[config.mk]
export PLATFORM = sky130hd
export DESIGN_NAME = seq_sort_calc
export DESIGN_NICKNAME = d
export VERILOG_FILES = /design/src/rtl/seq_sort_calc.sv
export SDC_FILE = /design/constraint.sdc
export NUM_CORES = 1
export LEC_CHECK = 0
export CORE_MARGIN = 4
export CORE_UTILIZATION = 66
export CTS_BUF_LIST = sky130_fd_sc_hd__clkbuf_16
export DETAILED_ROUTE_END_ITERATION = 16
export GPL_ROUTABILITY_DRIVEN = 0
export PLACE_DENSITY = 0.95
export SLEW_MARGIN = 15
export SYNTH_ARGS = -nofsm -noshare
export SYNTH_HDL_FRONTEND = slang
export SYNTH_SLANG_ARGS = --single-unit
[constraint.sdc]
create_clock -name clk -period 24.9 [get_ports clk]
set_input_delay 4.98 -clock clk [delete_from_list [all_inputs] [get_ports clk]]
set_output_delay 4.98 -clock clk [all_outputs]
set_load 0.02 [all_outputs]
[src/rtl/seq_sort_calc.sv]
// seq_sort_calc: collects six 4-bit operands into a sorted buffer, conditions
// them (normalize or smooth), then evaluates one of two equations.
module seq_sort_calc (
  input  logic       clk,
  input  logic       rst_n,
  input  logic       in_valid,
  input  logic [3:0] in_n,
  input  logic [2:0] opt,
  input  logic       equ,
  output logic       out_valid,
  output logic [9:0] out_n
);

  localparam int unsigned NUM_OPS = 6;
  localparam int unsigned VAL_W   = 5;
  localparam int unsigned OUT_W   = 10;

  localparam logic [2:0] S_IDLE = 3'd0;
  localparam logic [2:0] S_IN   = 3'd1;
  localparam logic [2:0] S_PROC = 3'd2;
  localparam logic [2:0] S_CALC = 3'd3;
  localparam logic [2:0] S_OUT  = 3'd4;

  logic [2:0]              state_q, state_d;
  logic [2:0]              cnt_q, cnt_d;
  logic [2:0]              opt_q, opt_d;
  logic                    equ_q, equ_d;
  logic signed [VAL_W-1:0] sort_q [NUM_OPS];
  logic signed [VAL_W-1:0] sort_d [NUM_OPS];
  logic                    out_valid_q, out_valid_d;
  logic [OUT_W-1:0]        out_n_q, out_n_d;

  // Insertion datapath
  logic                    sgn_c;
  logic                    desc_c;
  logic [2:0]              ins_k_c;
  logic signed [VAL_W-1:0] ext_c;
  logic [NUM_OPS-1:0]      shift_c;
  logic signed [VAL_W-1:0] ins_c [NUM_OPS];

  // Conditioning datapath
  logic signed [6:0]       sm_sum_c;
  logic signed [6:0]       sm_quo_c;
  logic signed [VAL_W-1:0] proc_c [NUM_OPS];

  // Equation datapath
  logic signed [15:0]      c0_c, c1_c, c3_c, c4_c, c5_c;
  logic signed [15:0]      sum_c, prod_c, quo_c, t_c;
  logic signed [10:0]      t11_c, abs_c;
  logic [OUT_W-1:0]        calc_c;

  // Extend the incoming operand and insert it into the sorted buffer
  always_comb begin
    sgn_c   = (state_q == S_IDLE) ? opt[0] : opt_q[0];
    desc_c  = (state_q == S_IDLE) ? opt[1] : opt_q[1];
    ins_k_c = (state_q == S_IDLE) ? 3'd0 : cnt_q;
    ext_c   = sgn_c ? {in_n[3], in_n} : {1'b0, in_n};
    shift_c = '0;
    for (int i = 0; i < NUM_OPS; i++) begin
      if (3'(i) >= ins_k_c)  shift_c[i] = 1'b1;
      else if (desc_c)       shift_c[i] = (sort_q[i] < ext_c);
      else                   shift_c[i] = (sort_q[i] > ext_c);
    end
    ins_c[0] = shift_c[0] ? ext_c : sort_q[0];
    for (int i = 1; i < NUM_OPS; i++) begin
      if (!shift_c[i])        ins_c[i] = sort_q[i];
      else if (!shift_c[i-1]) ins_c[i] = ext_c;
      else                    ins_c[i] = sort_q[i-1];
    end
  end

  // Normalize against n0, or smooth using the already-updated predecessor
  always_comb begin
    sm_sum_c  = '0;
    sm_quo_c  = '0;
    proc_c[0] = opt_q[2] ? sort_q[0] : '0;
    for (int i = 1; i < NUM_OPS; i++) begin
      sm_sum_c  = 7'(proc_c[i-1]) + 7'(proc_c[i-1]) + 7'(sort_q[i]);
      sm_quo_c  = sm_sum_c / 7'sd3;
      proc_c[i] = opt_q[2] ? 5'(sm_quo_c) : (sort_q[i] - sort_q[0]);
    end
  end

  // Evaluate the selected equation on the conditioned buffer
  always_comb begin
    c0_c   = 16'(sort_q[0]);
    c1_c   = 16'(sort_q[1]);
    c3_c   = 16'(sort_q[3]);
    c4_c   = 16'(sort_q[4]);
    c5_c   = 16'(sort_q[5]);
    sum_c  = c3_c + (c4_c * 16'sd4);
    prod_c = sum_c * c5_c;
    quo_c  = prod_c / 16'sd3;
    t_c    = (c5_c * c1_c) - (c5_c * c0_c);
    t11_c  = 11'(t_c);
    abs_c  = t11_c[10] ? -t11_c : t11_c;
    calc_c = equ_q ? 10'(abs_c) : 10'(quo_c);
  end

  // State and datapath registers
  always_ff @(posedge clk or negedge rst_n) begin
    if (!rst_n) begin
      state_q     <= S_IDLE;
      cnt_q       <= '0;
      opt_q       <= '0;
      equ_q       <= 1'b0;
      out_valid_q <= 1'b0;
      out_n_q     <= '0;
      for (int i = 0; i < NUM_OPS; i++) sort_q[i] <= '0;
    end else begin
      state_q     <= state_d;
      cnt_q       <= cnt_d;
      opt_q       <= opt_d;
      equ_q       <= equ_d;
      out_valid_q <= out_valid_d;
      out_n_q     <= out_n_d;
      for (int i = 0; i < NUM_OPS; i++) sort_q[i] <= sort_d[i];
    end
  end

  // Next-state and output decode
  always_comb begin
    state_d     = state_q;
    cnt_d       = cnt_q;
    opt_d       = opt_q;
    equ_d       = equ_q;
    sort_d      = sort_q;
    out_valid_d = 1'b0;
    out_n_d     = '0;
    case (state_q)
      S_IDLE: begin
        if (in_valid) begin
          opt_d   = opt;
          equ_d   = equ;
          sort_d  = ins_c;
          cnt_d   = 3'd1;
          state_d = S_IN;
        end
      end
      S_IN: begin
        if (in_valid) begin
          sort_d = ins_c;
          cnt_d  = cnt_q + 3'd1;
          if (cnt_q == 3'(NUM_OPS - 1)) state_d = S_PROC;
        end else begin
          cnt_d   = '0;
          state_d = S_IDLE;
        end
      end
      S_PROC: begin
        sort_d  = proc_c;
        state_d = S_CALC;
      end
      S_CALC: begin
        out_valid_d = 1'b1;
        out_n_d     = calc_c;
        state_d     = S_OUT;
      end
      S_OUT: begin
        cnt_d   = '0;
        state_d = S_IDLE;
      end
      default: begin
        cnt_d   = '0;
        state_d = S_IDLE;
      end
    endcase
  end

  assign out_valid = out_valid_q;
  assign out_n     = out_n_q;

endmodule

==> metrics.md <==
| Metric | Value |
|---|---|
| Post-synth top area cell | ha_1 |
| Unique masters post-synth | 83 |
| Skew final | 0.00371 ns |
| Vias | 13310 |
| RSZ-0062 raised after global routing | no |
| Yosys top cell area share | 0.146 |
| Worst Setup SP | opt_q[2] |
| Bufs on Longest Clock Path | 2 |
| Row count | 51 |
| Final hold vios | 0 |
| Clk sink count | 51 |
| Endpoint type of the worst setup path | register |
| CP arrival | 22.87 ns |
| Synth Warn # | 0 |
| Root buffer cell | clkbuf_16 |
| Die width | 150 um |
| Worst skew pair latency | 0.31 ns |
| Clock buffer count from CTS | 5 |
| Post-layout util | 0.704 |
| Synth Instances | 1748 |
| Register area share after synthesis | 0.0963 |
| Ports | 22 |
| TNS Setup | 0 ns |
| TritonCTS clock tree | yes |
| Top cells by area, synth | ha_1 15%, fa_1 13%, dfrtp_1 9.6% |
| Clock Pin Slew Worst Setup and Hold Paths | 0.07 ns |
| Layout cell share with drive strength beyond 1 | 0.0348 |
| Syn Area/Cell | 7.58 um^2 |
| Ys flop type | dfrtp_1 |
| Routed WL | 36.4 mm |
| # Post-CTS Setup Buffers | 0 |
| DIE HEIGHT | 150 um |
| Max_cap viols | 0 |
| Critical path buffers and inverters | 6 |
| Initial Util | 0.676 |
| Slowest cell on the critical path | xor2_1 |
| Syn Nets | 2001 |
| Final min period | 22.64 ns |
| Req. time, crit path | 25.13 ns |
| Family with the most delay on the worst path | compound AO/OA/AOI/OAI gates |
| Initial antenna violation count | 0 |
| Antenna Violating Nets Remaining | 0 |
| CTS Hold Bufs | 0 |
| Final setup fails | 0 |
| Largest net degree at the start of global routing | 52 |
| Post-synth EDFFs | 0 |
| Hold/Removal Path Class | register to register |
| Post-synth ARST share | 1.00 |
| Final Max Tran Viols | 0 |
| DRT Pass-1 Iters | 6 |
| CP Launch Type | register |
| Number of H-tree levels | 2 |
| Die area | 0.0224 mm^2 |
| Post-Syn Area | 0.0132 mm^2 |
| GRT overflow | 0 |
| Hold_sp | opt_q[1] |
| Most common cell on crit path | ha_1 |
| Fin nets | 1975 |
| P&R area growth vs syn | 4.05% |
| CP Class | register to register |
| Critical R2R Launch | opt_q[2] |
| Fmax | 44.2 MHz |
| Number of global-route vias before repair | 12956 |
| WL per Instance | 18.3 um |
| Worst-Margin Slew | 1.17 ns |
| Status | complete, no violations |
| Gr usage total | 0.323 |
| Fin crit share | 0.909 |
| CP peak stage delay | 0.70 ns |
| Rel. slew slack | 0.213 |
| Initial drt markers | 1270 |
| First-pass GRT wire length | 60.2 mm |
| #FFs+latches synth | 51 |
| Core Footprint | 0.0196 mm^2 |
| Drt drc | 0 |
| Antenna Cells | 0 |
| Port bufs | 21 |
| CP Max Fanout | 25 |
| DR vias/cell | 6.70 |
| DP HPWL | 27.4 mm |
[path summary, 6_finish.rpt]
path / cells past startpoint / slack [ns] / to
min: 1 / 0.52 / opt_q[1]
min in group asynchronous: 2 / 4.80 / out_n[5]
max in group asynchronous: 2 / 19.57 / opt_q[2]
max reg2reg: 106 / 2.26 / c5_c[4]
max: 106 / 2.26 / c5_c[4]
min reg2reg: 1 / 0.52 / opt_q[1]
[synth_stat cells, types with 13 or more instances]
cell and number:
nor2b_1 24, nor2_1 160, xor2_1 48, dfrtp_1 51
o21a_1 14, inv_1 165, nand2_1 179, a211oi_1 16
nor3_1 35, clkbuf_1 55, ha_1 155, xnor2_1 85
a21o_1 35, o21ai_0 111, nand2b_1 26, o211ai_1 18
fa_1 87, mux2i_1 31, a31oi_1 24, and2_1 35
mux2_2 13, or3_1 15, a21oi_1 143, nand3_1 37
[repair_timing]
item | in CTS | in global routing
gates resized for setup | 0 | 3
endpoints found under the setup margin | 0 | 3
endpoints found under the hold margin | 0 | 0
[through the flow]
step | cells | setup WS [ns] | area (um^2) | hold WS (ns)
finish | 1987 | 2.26 | 13800 | 0.516
global route | 1987 | 0.318 | 13800 | 0.534
detailed placement | 1980 | 2.46 | 13600 | 0.500
global placement | 1980 | 3.69 | 13600 | 0.491
CTS | 1987 | 2.12 | 13800 | 0.516
floorplan | 1748 | 5.72 | 13200 | 0.471
[area by class of cell]
| class | count | area [um^2] |
|---|---|---|
| timing repair buffer | 33 | 295 |
| sequential | 51 | 1280 |
| multi-input combinational | 1465 | 11100 |
| tap | 265 | 332 |
| clock buffer | 5 | 125 |
| clock inverter | 2 | 33.8 |
| fill | 1419 | 5800 |
| inverter | 166 | 623 |
[worst register-to-register path, delay by kind of cell (launching register included)]
kind	cells	cell delay, ns
AOI/OAI and AO/OA	51	9.12
xor gates and xnor gates	4	1.91
adders and majority gates	16	4.37
buffers and inverters	6	0.72
DFF	1	0.61
muxes	6	1.11
and+or+nand+nor	23	4.71
[cell usage in the layout, fill, tap and decap left out, drive strengths merged, types with 7 or more instances in the layout]
| master | netlist | routed |
|---|---|---|
| inv | 165 | 166 |
| mux2 | 13 | 13 |
| a211oi | 16 | 16 |
| a21oi | 144 | 144 |
| o21ai | 115 | 115 |
| fa | 87 | 87 |
| nor2b | 24 | 24 |
| o21a | 15 | 15 |
| clkdlybuf4s50 | 0 | 20 |
| nand3 | 37 | 37 |
| nor2 | 160 | 160 |
| and2 | 35 | 35 |
| and3 | 10 | 10 |
| nor3 | 36 | 36 |
| a211o | 7 | 7 |
| o211ai | 19 | 19 |
| o22ai | 11 | 11 |
| nor4 | 7 | 7 |
| or3 | 15 | 15 |
| dfrtp | 51 | 51 |
| nand4 | 11 | 11 |
| o31ai | 11 | 11 |
| xor2 | 48 | 48 |
| a21o | 35 | 35 |
| mux2i | 32 | 32 |
| buf | 11 | 13 |
| o32ai | 7 | 7 |
| nand2 | 180 | 180 |
| nand2b | 26 | 26 |
| xnor2 | 85 | 85 |
| a31oi | 24 | 24 |
| ha | 155 | 155 |
[flip-flops by register name (all words and copies together) (netlist names)]
name and count:
state_q 3, opt_q 3, out_n 10, c4_c 5
c5_c 5, sort_q 5, c0_c 5, c3_c 5
c1_c 5, out_valid 1, equ_q 1, cnt_q 3
[logic make-up after synthesis]
| family | Yosys count | synth area share |
|---|---|---|
| AOI/OAI and AO/OA | 482 | 0.234 |
| xor gates and xnor gates | 133 | 0.0879 |
| adders and majority gates | 242 | 0.278 |
| buffers and inverters | 232 | 0.0678 |
| DFF | 51 | 0.0963 |
| muxes | 46 | 0.0379 |
| and+or+nand+nor | 562 | 0.198 |
[routing by layer]
| layer | wire, um | global-route usage |
|---|---|---|
| met5 | 0 | 0 |
| met4 | 1820 | 0.144 |
| met3 | 3720 | 0.0600 |
| met2 | 17200 | 0.550 |
| met1 | 13700 | 0.398 |
Power is left out: the tool's default activity adds up to more than one toggle a clock period on the data nets, which glitch-free logic cannot reach.
